==> src/rtl/shift_pkg.sv <==
// Shared types for the shift execution unit: opcode encoding, legality check and
// the S1 pipeline record (sized for the widest supported datapath, W <= 64, TAG_W <= 16).
package shift_pkg;

    typedef enum logic [2:0] {
        OP_SLL = 3'd0,
        OP_SRL = 3'd1,
        OP_SRA = 3'd2,
        OP_ROL = 3'd3,
        OP_ROR = 3'd4
    } op_t;

    localparam int unsigned S1_W_MAX   = 64;
    localparam int unsigned S1_TAG_MAX = 16;
    localparam int unsigned S1_AMT_W   = 6;

    function automatic logic op_is_legal(input op_t op);
        case (op)
            OP_SLL, OP_SRL, OP_SRA, OP_ROL, OP_ROR: return 1'b1;
            default:                                return 1'b0;
        endcase
    endfunction

    typedef struct packed {
        logic                  is_right;
        logic                  is_arith;
        logic                  is_rotate;
        logic                  err;
        logic [S1_AMT_W-1:0]   amt;
        logic [S1_W_MAX-1:0]   a;
        logic [S1_TAG_MAX-1:0] tag;
    } s1_t;

endpackage

==> src/rtl/bs.sv <==
// Combinational logarithmic barrel shifter: left/right, logical/arithmetic, rotate.
// One stage per amount bit; stage k moves the word by 2**k.
module bs #(
    parameter int W       = 32,
    parameter int SHIFT_W = $clog2(W)
) (
    input  logic [W-1:0]       a_i,
    input  logic [SHIFT_W-1:0] amt_i,
    input  logic               is_right_i,
    input  logic               is_arith_i,
    input  logic               is_rotate_i,
    output logic [W-1:0]       y_o
);

    logic [SHIFT_W:0][W-1:0] st;
    logic                    fill;

    // Sign bit is invariant through right shifts, so the fill can come from the input.
    assign fill  = is_arith_i & a_i[W-1];
    assign st[0] = a_i;

    for (genvar k = 0; k < SHIFT_W; k++) begin : g_stage
        localparam int S = 1 << k;
        logic [W-1:0] rt;
        logic [W-1:0] lt;

        assign rt = {(is_rotate_i ? st[k][S-1:0] : {S{fill}}), st[k][W-1:S]};
        assign lt = {st[k][W-1-S:0], (is_rotate_i ? st[k][W-1:W-S] : {S{1'b0}})};
        assign st[k+1] = amt_i[k] ? (is_right_i ? rt : lt) : st[k];
    end

    assign y_o = st[SHIFT_W];

endmodule

==> src/rtl/shift_unit.sv <==
// Two-stage flow-controlled shift unit: S1 holds decoded operands, S2 holds the result.
// Ready ripples backwards combinationally so the pipe runs at one op per cycle.
module shift_unit
    import shift_pkg::*;
#(
    parameter int W     = 32,
    parameter int TAG_W = 4
) (
    input  logic             clk,
    input  logic             arst_n,
    input  logic             in_vld_i,
    output logic             in_rdy_o,
    input  op_t              in_op_i,
    input  logic [W-1:0]     in_a_i,
    input  logic [W-1:0]     in_b_i,
    input  logic [TAG_W-1:0] in_tag_i,
    input  logic             flush_i,
    output logic             out_vld_o,
    input  logic             out_rdy_i,
    output logic [W-1:0]     out_y_o,
    output logic [TAG_W-1:0] out_tag_o,
    output logic             out_err_o
);

    localparam int SHIFT_W = $clog2(W);

    s1_t              s1_d, s1_q;
    logic             s1_vld_q, s2_vld_q;
    logic [W-1:0]     y_d, y_q;
    logic [TAG_W-1:0] tag_q;
    logic             err_q;
    logic [W-1:0]     bs_y;
    logic             s1_adv, s2_adv;

    assign s2_adv   = ~s2_vld_q | out_rdy_i;
    assign s1_adv   = ~s1_vld_q | s2_adv;
    assign in_rdy_o = s1_adv;

    always_comb begin
        s1_d     = '0;
        s1_d.err = ~op_is_legal(in_op_i);
        case (in_op_i)
            OP_SRL: s1_d.is_right = 1'b1;
            OP_SRA: begin
                s1_d.is_right = 1'b1;
                s1_d.is_arith = 1'b1;
            end
            OP_ROL: s1_d.is_rotate = 1'b1;
            OP_ROR: begin
                s1_d.is_right  = 1'b1;
                s1_d.is_rotate = 1'b1;
            end
            default: ;
        endcase
        s1_d.amt = S1_AMT_W'(in_b_i[SHIFT_W-1:0]);
        s1_d.a   = S1_W_MAX'(in_a_i);
        s1_d.tag = S1_TAG_MAX'(in_tag_i);
    end

    bs #(
        .W       (W),
        .SHIFT_W (SHIFT_W)
    ) u_bs (
        .a_i         (s1_q.a[W-1:0]),
        .amt_i       (s1_q.amt[SHIFT_W-1:0]),
        .is_right_i  (s1_q.is_right),
        .is_arith_i  (s1_q.is_arith),
        .is_rotate_i (s1_q.is_rotate),
        .y_o         (bs_y)
    );

    // Illegal ops still occupy a slot so ordering is preserved; only the data is squashed.
    assign y_d = s1_q.err ? '0 : bs_y;

    always_ff @(posedge clk or negedge arst_n) begin
        if (!arst_n) begin
            s1_vld_q <= 1'b0;
            s1_q     <= '0;
            s2_vld_q <= 1'b0;
            y_q      <= '0;
            tag_q    <= '0;
            err_q    <= 1'b0;
        end else begin
            if (flush_i)     s1_vld_q <= 1'b0;
            else if (s1_adv) s1_vld_q <= in_vld_i;
            if (s1_adv && in_vld_i && !flush_i) s1_q <= s1_d;

            if (flush_i)     s2_vld_q <= 1'b0;
            else if (s2_adv) s2_vld_q <= s1_vld_q;
            if (s2_adv && s1_vld_q && !flush_i) begin
                y_q   <= y_d;
                tag_q <= s1_q.tag[TAG_W-1:0];
                err_q <= s1_q.err;
            end
        end
    end

    assign out_vld_o = s2_vld_q;
    assign out_y_o   = y_q;
    assign out_tag_o = tag_q;
    assign out_err_o = err_q;

    // Upper record bits and upper shift-amount bits are intentionally ignored.
    logic unused_ok;
    assign unused_ok = ^{s1_q, in_b_i};

endmodule

==> config.mk <==
export PLATFORM = sky130hd
export DESIGN_NAME = shift_unit
export DESIGN_NICKNAME = d
export VERILOG_FILES = /design/src/rtl/shift_pkg.sv /design/src/rtl/bs.sv /design/src/rtl/shift_unit.sv
export SDC_FILE = /design/constraint.sdc
export NUM_CORES = 1
export LEC_CHECK = 0
export ABC_AREA = 1
export BUFFER_PORTS_ARGS = -buffer_cell sky130_fd_sc_hd__buf_2
export CAP_MARGIN = 20
export CORE_AREA = 4 4 162 164
export CTS_CLUSTER_SIZE = 30
export DETAILED_ROUTE_END_ITERATION = 10
export DIE_AREA = 0 0 166 168
export GPL_TIMING_DRIVEN = 1
export SLEW_MARGIN = 0
export SYNTH_ARGS = -nofsm -noshare
export SYNTH_HDL_FRONTEND = slang
export SYNTH_HIERARCHICAL = 1
export SYNTH_SLANG_ARGS = --single-unit
==> constraint.sdc <==
create_clock -name clk -period 2.38 [get_ports clk]
set_input_delay 0.357 -clock clk [delete_from_list [all_inputs] [get_ports clk]]
set_output_delay 0.357 -clock clk [all_outputs]
set_load 0.01 [all_outputs]
==> metrics.md <==
| Metric | Value |
|---|---|
| CTS buffer count | 9 |
| Area grow syn2layout | 19.6% |
| Max Cap Viol | 0 |
| DR iter-0 viols | ~690 |
| Fin. Hold Viols | 0 |
| Worst path buffer plus inverter count | 3 |
| # DRC | 0 |
| Commonest non-fill, non-tap cells in the layout | 585 x nand2_1, 265 x nand3_1, 86 x buf_2 |
| Final GP Congestion | between 0.9 and 1 |
| Final Max Tran Viols | 0 |
| HP Start | in_tag_i[3] |
| Finished Cell Area | around 8800 sq um |
| Total number of vias | just over 8000 |
| Met3 routed WL | 1480 microns |
| Post-DP Area | between 7000 and 8000 sq um |
| Clock Tree Root | clkbuf_16 |
| Die width | 166 microns |
| Count of state elements after synthesis | 84 |
| Status | complete, no violations |
| Critical Path Fanout Max | 16 |
| Drt total wl | between 20000 and 25000 microns |
| RSZ-0062 raised after global routing | yes |
| Die Ht | approximately 170 microns |
| Fin crit period | roughly 2.3 ns |
| # diodes | 0 |
| R2R Path End | out_y_o[17] |
| Global-route wire length before repair | around 38000 microns |
| Syn_nets | about 1300 |
| Family with the most delay on the worst path | simple AND/OR/NAND/NOR gates |
| Share of post-route cells with drive strength above 1 | roughly a fifth |
| Final #Nets | 1347 |
| Worst path slowest cell | dfrtp_4 |
| Wl on met1 | ~10000 microns |
| Htree depth | 3 |
| CP arrival | 2.54 ns |
| Port Buf Inserts | 87 |
| Total clock sinks | between 80 and 90 |
| Starting Density | 29.6% |
| CORE AREA | around 25000 sq um |
| Setup-failing EPs final | 0 |
| DRT antenna net count | 0 |
| Syn Area/Cell | between 6 and 7 sq um |
| Metal2 WL | about 12000 microns |
| Ys Warns | 6 |
| Critical path capture point type | flip-flop |
| CP dominant cell by count | nand2_1 |
| CTS Buffer Depth | 2 |
| Max Freq | 439 MHz |
| Register area share after synthesis | 28.5% |
| Vias in the first global route | between 7000 and 8000 |
| Final HPWL DP | around 17000 microns |
| CTS tree | done |
| I/O Pins | ~120 |
| WS Path Type | flip-flop to flip-flop |
| WP data required | roughly 2.6 ns |
| Worst skew pair latency | approximately 0.36 ns |
| VDD IR max | between 0.4 and 0.5 mV |
| Slew HR | ~49% |
| Commonest non-fill, non-tap cell in the layout | nand2_1 |
| Clock Pin Slew Worst Setup and Hold Paths | 0.07 ns |
| Hold slack | 0.182 ns |
| Period utilization | 95.8% |
| WHS Path Cells | 3 |
| GRT Resource Usage Total | 16.5% |
| Setup crit start kind | flip-flop |
| Leak Pwr | ~4.6 nW |
| Top sig layer | met4 |
| GRT overflow | 0 |
| Max stage delay on crit path | 0.49 ns |
| R2R cell count | 18 |
| Netlist cell types | 29 |
| Crit-path cells | buf_4 > clkbuf_16 > nand2_1 > nand3_1 > nand3_1 > nand3_2 > nand3_1 > nand2_1 > clkinv_1 > nand2_1 > nand3_1 > nand3_1 > nand2_2 > nand2_1 > nand2_1 > nand2_1 > nand2_1 > nand2_1 |
| Worst R2R Start | s1_q[89] |
| Routed len/inst | 15.3 microns |
| Cell Rows | 58 |
| Mapped Area | around 7400 sq um |
| Drt first pass iters | 7 |
| Pin count of the biggest net entering global routing | 67 |
| Worst-margin pin slew | around 0.77 ns |
| Worst reg-to-reg setup slack | roughly 0.1 ns |
| Antenna violations before repair | 0 |
| Worst min-delay path category | primary input to flip-flop |
| Die area | 27900 sq um |
| Hold Path End | s1_q[3] |
| P per Cell Area | slightly below 800 nW/um^2 |
| Synth Instances | between 1000 and 1500 |
| Routed vias/inst | between 5 and 6 |
| Clock skew | around 0.012 ns |
[per-layer routing]
layer / global-route usage (%) / up-vias
li1: - / 4046
met1: 20.5 / 3830
met2: 28.5 / 296
met3: 2.72 / 58
met4: 6.81 / 0
met5: 0 / -
[worst max path at each step]
stage	from	endpoint	cells past startpoint
2_1_floorplan	s1_q[80]	out_y_o[31]	14
3_3_place_gp	s1_q[89]	out_y_o[6]	14
3_5_place_dp	s1_q[89]	out_y_o[6]	14
4_1_cts	s1_q[89]	out_y_o[6]	14
5_1_grt	s1_q[89]	out_y_o[22]	19
6_report	s1_q[89]	out_y_o[17]	18
[cell usage after synthesis (all sizes together)]
library cell	instances	share of area (%)
nand2	611	31
clkinv	6	0.31
or2	28	2.4
dfrtp	84	29
o21ai	15	1.1
nor2	9	0.76
a21o	5	0.51
a21oi	11	0.85
clkbuf	9	0.46
o211ai	7	0.92
a31oi	1	0.085
nand3	323	25
inv	24	1.3
buf	67	6.7
nand3b	1	0.10
[final cells by class]
cell class                      instances  area (sq um)
Timing Repair inverter                  3          33.8
Sequential cell                        84          2110
Fill cell                            2713         16100
Multi-Input combinational cell       1011          4780
Clock buffer                           10           239
Clock inverter                          6          68.8
Inverter                               30           143
Tap cell                              330           413
Timing Repair Buffer                  132          1030
[kinds of logic (layout without fill, tap and decap cells)]
group,after synthesis,after routing,share of synthesized area (%)
flops,84,84,28.5
simple gates,972,972,59.3
buf+inv,106,181,8.75
compound gates,39,39,3.43
[per-stage QoR]
stage               TNS [ns]  setup WS [ns]  power [mW]  cells  util [%]
finish                     0          0.100        7.01   1606      35.4
floorplan                  0          0.607        4.32   1201         -
global route          -0.230        -0.0339        7.56   1606      35.4
detailed placement         0         0.0857        5.22   1570      32.1
CTS                        0         0.0592        6.72   1587      33.4
global placement           0          0.102        5.19   1570      32.1
[report_power, final]
| part | switching (mW) | total, mW | internal, mW |
|---|---|---|---|
| Combinational | 2.31 | 3.60 | 1.29 |
| Sequential | 0.213 | 1.93 | 1.71 |
| Clock | 0.629 | 1.48 | 0.851 |
[worst min-delay path, stage by stage]
cell and delay (ns):
buf_2 0.07, nand2_1 0.04, nand2_1 0.04
[registers in the layout, summed over array words and instances, names as in the netlist]
register	count
out_vld_o	1
s1_q	45
out_tag_o	4
out_err_o	1
out_y_o	32
s1_vld_q	1
[repair_timing]
item	in CTS	in global routing
setup buffers	0	9
hold endpoints to repair	30	0
gates resized for setup	0	53
setup endpoints to repair	0	29
hold buffers	1	0
Power figures use the tool's default switching activity.
